===== src/rtl/timer_responder.sv =====
// Memory-mapped timer responder: prescaled 32-bit tick counter with COUNT/CTRL registers.
// Define TIMER_IRQ_EN to add the registered wrap-interrupt pending flag.
module timer_responder #(
  parameter logic [30:0] DIV_RESET   = 31'd99_999,
  parameter logic [31:0] COUNT_RESET = 32'd0
) (
  input  logic        clk,
  input  logic        rst,
  input  logic [31:0] addr,
  input  logic        we,
  input  logic [31:0] wdata,
  output logic [31:0] rdata,
  output logic        irq
);

  logic [31:0] count_q, count_d;
  logic [30:0] div_q, div_d;
  logic [30:0] pre_q, pre_d;
  logic        tick;
  logic        wr_count;
  logic        wr_ctrl;
  logic        irq_pend;

  assign tick     = (pre_q == div_q);
  assign wr_count = we & ~addr[2];
  assign wr_ctrl  = we & addr[2];

  // A COUNT write overrides the tick; a CTRL write still lets the old tick increment.
  always_comb begin
    count_d = count_q;
    div_d   = div_q;
    pre_d   = pre_q + 31'd1;
    if (tick) begin
      pre_d   = '0;
      count_d = count_q + 32'd1;
    end
    if (wr_count) begin
      count_d = wdata;
      pre_d   = '0;
    end
    if (wr_ctrl) begin
      div_d = wdata[30:0];
      pre_d = '0;
    end
  end

  always_ff @(posedge clk or posedge rst) begin
    if (rst) begin
      count_q <= COUNT_RESET;
      div_q   <= DIV_RESET;
      pre_q   <= '0;
    end else begin
      count_q <= count_d;
      div_q   <= div_d;
      pre_q   <= pre_d;
    end
  end

`ifdef TIMER_IRQ_EN
  logic irq_pend_q, irq_pend_d;
  logic irq_set, irq_clr;

  // Set on wrap unless a COUNT write replaces the wrapped value; set wins over clear.
  assign irq_set = tick & (count_q == 32'hFFFF_FFFF) & ~wr_count;
  assign irq_clr = wr_ctrl & wdata[31];

  always_comb begin
    irq_pend_d = irq_pend_q;
    if (irq_clr) irq_pend_d = 1'b0;
    if (irq_set) irq_pend_d = 1'b1;
  end

  always_ff @(posedge clk or posedge rst) begin
    if (rst) begin
      irq_pend_q <= 1'b0;
    end else begin
      irq_pend_q <= irq_pend_d;
    end
  end

  assign irq_pend = irq_pend_q;
`else
  logic unused_wdata;
  assign unused_wdata = wdata[31];
  assign irq_pend     = 1'b0;
`endif

  // Only addr[2] selects; the bridge has already decoded the window.
  logic unused_addr;
  assign unused_addr = ^{addr[31:3], addr[1:0]};

  always_comb begin
    rdata = addr[2] ? {irq_pend, div_q} : count_q;
  end

  assign irq = irq_pend;

endmodule

===== config.mk =====
export PLATFORM = sky130hd
export DESIGN_NAME = timer_responder
export DESIGN_NICKNAME = d
export VERILOG_FILES = /design/src/rtl/timer_responder.sv
export SDC_FILE = /design/constraint.sdc
export NUM_CORES = 1
export LEC_CHECK = 0
export ABC_AREA = 1
export BUFFER_PORTS_ARGS = -buffer_cell sky130_fd_sc_hd__buf_2
export CAP_MARGIN = 20
export CORE_AREA = 2 2 128 130
export DETAILED_ROUTE_END_ITERATION = 10
export DIE_AREA = 0 0 130 132
export HOLD_SLACK_MARGIN = 0.1
export PLACE_DENSITY_LB_ADDON = 0.12
export SLEW_MARGIN = 10
export SYNTH_ARGS = -nofsm -noshare
export SYNTH_HDL_FRONTEND = slang
export SYNTH_SLANG_ARGS = --single-unit

===== constraint.sdc =====
create_clock -name clk -period 4 [get_ports clk]
set_input_delay 0 -clock clk [delete_from_list [all_inputs] [get_ports clk]]
set_output_delay 0 -clock clk [all_outputs]
set_load 0.02 [all_outputs]

Word level (Yosys, flattened, before mapping) --
Index checks and enable logic that the tools add are counted. W data, S select, Z words.
Word-level totals: output and inout port bits 33, word-level logic and storage cells 16, input bits 67, register bits 94
Cells by class: eq/ne operators 1, bitwise gates (word level) 3, $add $sub $neg 2, mux-type cells 6, reduce and logical (&&, ||, !) cells 1
Operators by type and width (count):
- $mux W32 | 3
- $mux W31 | 3
- $add A32 B1 Y32 const B | 1
- $add A31 B1 Y31 const B | 1
- $eq A31 B31 Y1 | 1
- $and A1 B1 Y1 | 2
- $reduce_bool A2 Y1 | 1
- $not A1 Y1 | 1

Depth between registers and ports, before layout --
Gate-level depths: netlist of run 1.
word-level depth 4, depth in mapped cells 12

Worst setup path before layout of run 1 --
OpenSTA, ideal clock, no wires.
path type reg-to-reg, start reg pre_q[0], end reg pre_q[28], path buffers 0, period minus slack after synthesis 1508 ps, path slack 2492 ps, library setup time 119 ps, data arrival time 1389 ps, required time 3881 ps, cell stages (with the launch flop) 11, cell sequence dfrtp_1 -> ha_1 -> nand2_2 -> nor2_4 -> nand4_2 -> nor2_2 -> nand2_2 -> nor2_1 -> nand2_1 -> nand2_1 -> nor2_1
Between the ends: cells in the longest elaborated chain, start to end 4
RTL lines:
- from (decl) | RTL line 18 | logic [30:0] pre_q, pre_d;
- from (signal assigned) | RTL line 55 | pre_q <= pre_d;
- $add A31 B1 Y31 / $eq A31 B31 Y1 (equally long branches) | RTL line 32, 24
- $mux W31 (*) | RTL line 33 | if (tick) begin
- $mux W31 (*) | RTL line 37 | if (wr_count) begin
- $mux W31 (*) | RTL line 41 | if (wr_ctrl) begin
- net pre_d[28] | RTL line 18
Mark *: on every way through the listed nets, which the timed path passes. The rest lies on a longest branch. A chain may end at the register's enable or synchronous reset.

Worst setup path in the final report of run 1 --
start reg div_q[0], end reg count_q[25]
Between the ends: cells in the longest elaborated chain, start to end 2
RTL lines:
- from (decl) | RTL line 17 | logic [30:0] div_q, div_d;
- from (signal assigned) | RTL line 54 | div_q <= div_d;
- $eq A31 B31 Y1 | RTL line 24 | assign tick = (pre_q == div_q);
- $reduce_bool A2 Y1 (no source line)
- to (signal assigned) | RTL line 53 | count_q <= count_d;
- to (decl) | RTL line 16 | logic [31:0] count_q, count_d;
No other way between the ends.

==> results of run 1 <==
## cell families (layout without fill, tap and decap cells)
logic type	Yosys count	count (layout)	synth area share, %
buffers and inverters	101	192	7.13
multiplexers	30	30	5.47
AND/OR/NAND/NOR	527	527	36.1
flip-flops	94	94	38.3
AO/OA/AOI/OAI	60	60	5.12
XOR/XNOR	51	51	7.23
adder cells (fa/ha/maj)	3	3	0.607
other	1	1	0.0607
## final cells by class
| type | count | area share (%) |
|---|---|---|
| clock buffers | 12 | 3.51 |
| clock inverters | 4 | 0.958 |
| inverters | 71 | 3.68 |
| multi-input cells | 672 | 46.2 |
| flip-flops and latches | 94 | 32.3 |
| well taps | 216 | 3.70 |
| repair buffers | 105 | 9.65 |
## worst min-delay path, delay by kind of cell
family                 cells  cell delay, ps
AND/OR/NAND/NOR            5             270
buffers and inverters      2             320
## worst paths after layout
path                            startpoint  slack, ps  depth (start not counted)     endpoint
worst min register to register    div_q[1]        510                          2     div_q[1]
worst max-delay path              div_q[0]       1750                          9  count_q[25]
worst min-delay path               addr[2]        290                          7  count_q[31]
max in group asynchronous              rst       2640                          4    div_q[15]
worst max register to register    div_q[0]       1750                          9  count_q[25]
min in group asynchronous              rst        380                          3     pre_q[2]
## flip-flops by register name, indices dropped and copies added, names as in the netlist
signal / count
div_q: 31
count_q: 32
pre_q: 31
## timing repair
item	CTS	global route
hold endpoints to repair	129	0
hold buffers	34	0
resized for setup	0	0
## cell usage in the layout, fill, tap and decap left out, types with 2 or more instances in the layout
| cell type | instances |
|---|---|
| a21oi_1 | 4 |
| a31oi_1 | 8 |
| buf_2 | 67 |
| buf_4 | 4 |
| bufinv_16 | 2 |
| clkbuf_16 | 9 |
| clkbuf_8 | 2 |
| clkinv_2 | 2 |
| dfrtp_1 | 84 |
| dfstp_2 | 10 |
| dlygate4sd3_1 | 34 |
| ha_1 | 3 |
| inv_1 | 65 |
| inv_2 | 5 |
| mux2_2 | 30 |
| nand2_1 | 299 |
| nand2_2 | 6 |
| nand2_4 | 3 |
| nand3_1 | 79 |
| nand4_1 | 7 |
| nor2_1 | 105 |
| nor2_2 | 9 |
| nor2_4 | 5 |
| nor3_1 | 10 |
| o21ai_0 | 44 |
| o21bai_1 | 2 |
| xnor2_1 | 31 |
| xor2_1 | 20 |
## report_power, final
part,switching (mW),internal (mW)
clock network,0.388,0.581
registers,0.141,1.07
logic,0.358,0.249
## layer usage
metal  global-route usage [%]  vias up  routed length (um)
met1                     31.3     2689                8980
met5                        0        -                   0
met4                     5.08        0                 194
li1                         -     2913                   -
met2                     35.2      141                8400
met3                     3.53       14                 754
==> out/metrics.yaml, run 1 <==
outcome:
  run_status: "finished, final reports clean"
sta:
  transition_time_of_the_tightest_slew_check_pin_ps: 1000
  setup_tns_ps: 0
  fin_skew_ps: 7.67
  finalHoldWorstSlack_ps: 287
  unrepaired_setup_endpoints_after_global_routing: "false"
  max_freq_mhz: 444
  timing.max_slew.rel_slack_pct: 33.0
  finalSetupViolCount: 0
  post-route-min-period_ps: 2250
  finalWorstSetupSlack_ps: 1750
  min_period_over_period_pct: 56.3
  report.final.slew_viol_count: 0
  hold_viol_final: 0
floorplan:
  die_height_um: 132
  fp-row-count: 46
  num_io_pins: 100
  die_width_um: 130
  initial_core_utilization_pct: 39.3
  fp.dieArea_um2: 17200
  coreArea_um2: 15700
synthesis:
  syn_area_um2: 6180
  syn-instance-count: 867
  average_size_of_a_mapped_cell_um2: 7.13
  synth_sequential_area_ratio_pct: 38.3
  syn-num-nets: 937
  post_synth_most_frequent_cells: "nand2_1, nor2_1, dfrtp_1"
  postSynthRegisterBits: 94
  synth_largest_type_area_fraction_pct: 34.0
  synth_flop_cell: "dfrtp_1"
  post-synth-top-count-cell: "nand2_1"
  synth_top_cells_by_area: "dfrtp_1, nand2_1, nand3_1"
  synth_edf_count: 0
  synth_area_leader_cell: "dfrtp_1"
  distinct_cells_synth: 33
  synth-async-reset-ratio_pct: 100
  yosys_warnings: 0
placement:
  gp_congestion: 0.823
  post-dp-hpwl_um: 13000
  post-place-cells: 1124
  dpl_cell_area_um2: 6650
  pre_cts_ws_ps: 1750
  io_buffers: 67
drt:
  firstDrtPassIters: 5
  totalWireLength_um: 18300
  vias_per_cell: 4.90
  drc_errors: 0
  post_drt_wl_per_cell_um: 15.6
  vias: 5757
  final_antenna_net_count: 0
  drt-initial-drc-count: 439
finish:
  total_area_of_multi_input_combinational_cells_um2: 3380
  fin_util_pct: 46.5
  final_area_um2: 7310
  final_net_count: 1023
  drive_above_1_share_pct: 16.5
  antenna_cells_inserted: 0
  final_cells: 1174
  area_growth_syn_to_layout_pct: 18.3
  regArea_um2: 2360
  layout.filler_cells: 1653
flow_run:
  drv_cap: 0
clock_network:
  cts_tree: "yes"
  cts-root-to-sink-buffers: 2
  clk_transition_reported_paths_ps: 70
  htree_levels: 3
  clk-insertion-delay-late_ps: 350
  cts.sinks: 94
  post_cts.repair.setup_buffers: 0
  cts.root.buffer_cell: "clkbuf_16"
  cts_made_buffers: 9
setup_path:
  setup_crit_end_kind: "flip-flop"
  critical_path.slowest_cell: "dfstp_2"
  cp_slowest_stage_delay_ps: 570
  critPathMostFrequentCell: "nand2_1"
  critPathMaxFanout: 36
  path_class: "reg -> reg"
  timing.critical_path.required_ps: 4290
  worstSetupStartpointType: "flip-flop"
  series_of_cell_instances_along_the_critical_path: "xnor2_1 > nand2_1 > nor2_1 > nand2_1 > nor2_2 > nand2_4 > nand2_4 > nand2_1 > nand2_1"
  timing.critical_path.arrival_ps: 2540
  number_of_buffer_and_inverter_instances_along_the_worst_setup_path: 0
  critical_path.top_delay_family: "simple AND/OR/NAND/NOR gates"
power_and_ir_drop:
  power_leakage_nw: 3.36
  p_total_mw: 2.78
  power.density_nw_per_um2: 381
  worst_ir_drop_vdd_mv: 0.213
global_routing:
  grt_start_max_net_pins: 71
  via_count_of_the_first_global_routing_pass: 5503
  antenna_found_initial: 0
  global_route.overflow_total: 0
  first_pass_grt_wire_length_um: 29400
  globalRouteTotalUtil_pct: 22.0
min_path:
  timing.hold.worst.class: "in -> reg"
Note: power is estimated with default switching activity, not from simulation.
==> run 2: changes to the inputs <==
==> constraint.sdc (replaced) <==
create_clock -name clk -period 2.4 [get_ports clk]
set_input_delay 0 -clock clk [delete_from_list [all_inputs] [get_ports clk]]
set_output_delay 0 -clock clk [all_outputs]
set_load 0.02 [all_outputs]
==> run 2 against run 1 <==
  * Flip-flop and latch count stayed put
  * Clock-buffer cell count is 2 higher
  * Fmax is 9.2% higher
  * Hold slack worse by 7.3 ps
  * First-iteration DRC count is 15% lower
  * Non-clock buffer count is 3 higher
  * Global-route usage is 0.22 points higher
  * Register-to-register slack worse by 1400 ps
  * Routed wire length is 0.13% higher
  * Critical path depth stayed put
  * Critical path type unchanged
  * Largest cell class unchanged
  * Highest routed layer unchanged
==> out/metrics.yaml, run 2 (synthesis gave the netlist of run 1 again) <==
clock_network:
  cts.sinks: 94  # unchanged
  cts.root.buffer_cell: "clkbuf_16"  # unchanged
  htree_levels: 3  # unchanged
  cts-root-to-sink-buffers: 2  # unchanged
  cts_made_buffers: 9  # unchanged
  clk_transition_reported_paths_ps: 70  # about the same
  post_cts.repair.setup_buffers: 0  # unchanged
  cts_tree: "yes"  # unchanged
  clk-insertion-delay-late_ps: 350  # about the same
sta:
  max_freq_mhz: 485  # was 444 MHz
  unrepaired_setup_endpoints_after_global_routing: "false"  # unchanged
  report.final.slew_viol_count: 0  # unchanged
  timing.max_slew.rel_slack_pct: 62.1  # was 33.0%
  fin_skew_ps: 6.84  # was 7.67 ps
  setup_tns_ps: 0  # unchanged
  transition_time_of_the_tightest_slew_check_pin_ps: 568  # was 1000 ps
  hold_viol_final: 0  # unchanged
  finalWorstSetupSlack_ps: 337  # was 1750 ps
  post-route-min-period_ps: 2060  # was 2250 ps
  finalSetupViolCount: 0  # unchanged
  min_period_over_period_pct: 86.0  # was 56.3%
finish:
  area_growth_syn_to_layout_pct: 19.0  # was 18.3%
  largest_reg_flops: 32  # unchanged
  antenna_cells_inserted: 0  # unchanged
  layout_commonest_cell: "nand2_1"  # unchanged
  largest_register_by_flop_count: "count_q"  # unchanged
  final_net_count: 1026  # was 1023
  largestRegisters: "count_q (32), div_q (31), pre_q (31)"  # unchanged
  drive_above_1_share_pct: 16.6  # was 16.5%
  layout.cells.most_common_list: "nand2_1, nor2_1, dfrtp_1, nand3_1, buf_2"  # unchanged
power_and_ir_drop:
  worst_ir_drop_vdd_mv: 0.488  # was 0.213 mV
  cellInternalPower_mw: 3.12  # was 1.90 mW
  net-switching-power_mw: 1.48  # was 887 uW
  power_leakage_nw: 3.38  # was 3.36 nW
  power_frac_seq_pct: 43.8  # was 43.4%
  power_switching_share_pct: 32.2  # was 31.9%
  power.density_nw_per_um2: 626  # was 381 nW/um^2
  clock_power_share_pct: 34.1  # was 34.8%
  combPwrFrac_pct: 22.1  # was 21.8%
setup_path:
  timing.critical_path.required_ps: 2690  # was 4290 ps
  setup_crit_end_kind: "flip-flop"  # unchanged
  path_class: "reg -> reg"  # unchanged
  critPathMaxFanout: 34  # was 36
  timing.critical_path.arrival_ps: 2360  # was 2540 ps
  worst-r2r-cell-count: 9  # unchanged
  worstSetupStartpointType: "flip-flop"  # unchanged
floorplan:
  fp-row-count: 46  # unchanged
  die_width_um: 130  # unchanged
  coreArea_um2: 15700  # unchanged
  die_height_um: 132  # unchanged
  fp.dieArea_um2: 17200  # unchanged
  initial_core_utilization_pct: 39.3  # unchanged
  num_io_pins: 100  # unchanged
drt:
  totalWireLength_um: 18400  # was 18300 um
  final_antenna_net_count: 0  # unchanged
  vias: 5731  # was 5757
  firstDrtPassIters: 5  # unchanged
  post_drt_wl_per_cell_um: 15.6  # about the same
  drc_errors: 0  # unchanged
  vias_per_cell: 4.87  # was 4.90
  drt-initial-drc-count: 372  # was 439
placement:
  io_buffers: 67  # unchanged
  pre_cts_ws_ps: 338  # was 1750 ps
  gp_congestion: 0.844  # was 0.823
  post-dp-hpwl_um: 13000  # about the same
flow_run:
  drv_cap: 0  # unchanged
min_path:
  timing.hold.worst.class: "in -> reg"  # unchanged
  hold_depth: 5  # was 7
outcome:
  run_status: "finished, final reports clean"  # unchanged
global_routing:
  globalRouteTotalUtil_pct: 22.3  # was 22.0%
  via_count_of_the_first_global_routing_pass: 5481  # was 5503
  global_route.overflow_total: 0  # unchanged
  grt_start_max_net_pins: 95  # was 71
  first_pass_grt_wire_length_um: 29500  # was 29400 um
  antenna_found_initial: 0  # unchanged
run 2: cell count changes in the layout (fill, tap and decap cells not counted):
| cell | delta |
|---|---|
| clkinv_2 | -2 |
| nand2_2 | -1 |
| nand2_1 | +1 |
| bufinv_16 | -1 |
| inv_4 | -1 |
| clkbuf_8 | +2 |
| buf_4 | +1 |
| buf_12 | +2 |
| clkinvlp_4 | +2 |
run 2: what timing repair did:
action	CTS	global route
hold endpoints to repair	148	0
hold buffers	34	0
endpoints found under the setup margin	0	0
resized for setup	0	0
run 2: critical path, cell delays in order (launching register included):
cell and delay (ps):
dfstp_2 570, xnor2_1 120, nand2_1 70, nor2_1 110, nand2_1 90, nor2_2 180
nand2_4 230, nand2_4 420, nand2_1 90, nand2_1 80
run 2: metal layers:
layer  GRT usage [%]  up-vias  share of wire [%]
met1            31.9     2650                 48
met5               0        -                  0
met4            5.50        0                1.3
met2            34.8      142                 46
li1                -     2924                  -
met3            3.98       15                4.9
run 2: final cells by class:
cell class	instances	area, um^2
clock inverters	2	37.5
fillers	1654	8360
multi-input cells	672	3370
repair buffers	108	753
inverters	71	270
well taps	216	270
flip-flops and latches	94	2360
clock buffers	14	284
run 2: per-stage QoR:
| stage | utilization, % | cell area (um^2) | hold WS, ps | cells | total power, mW |
|---|---|---|---|---|---|
| 2_1_floorplan | - | 6180 | 127 | 867 | 2.68 |
| 3_3_place_gp | 42.6 | 6690 | 198 | 1127 | 3.02 |
| 3_5_place_dp | 42.6 | 6690 | 202 | 1127 | 3.03 |
| 4_1_cts | 46.8 | 7350 | 277 | 1177 | 4.66 |
| 5_1_grt | 46.8 | 7350 | 338 | 1177 | 4.86 |
| 6_report | 46.8 | 7350 | 280 | 1177 | 4.61 |
run 2: final timing paths:
kind                       slack, ps      from           to
max                              340  div_q[0]  count_q[11]
min                              280   addr[2]     div_q[2]
max reg2reg                      340  div_q[0]  count_q[11]
min reg2reg                      510  div_q[2]     div_q[2]
max in group asynchronous       1640       rst     div_q[1]
min in group asynchronous        300       rst    pre_q[24]
run 2: power groups by stage:
stage	Clock [mW]	Sequential (mW)	Combinational (mW)
after floorplan	0	1.96	0.727
after global placement	0	2.05	0.974
after detailed placement	0	2.05	0.980
after CTS	1.62	2.02	1.03
after global routing	1.66	2.05	1.15
final	1.57	2.02	1.02
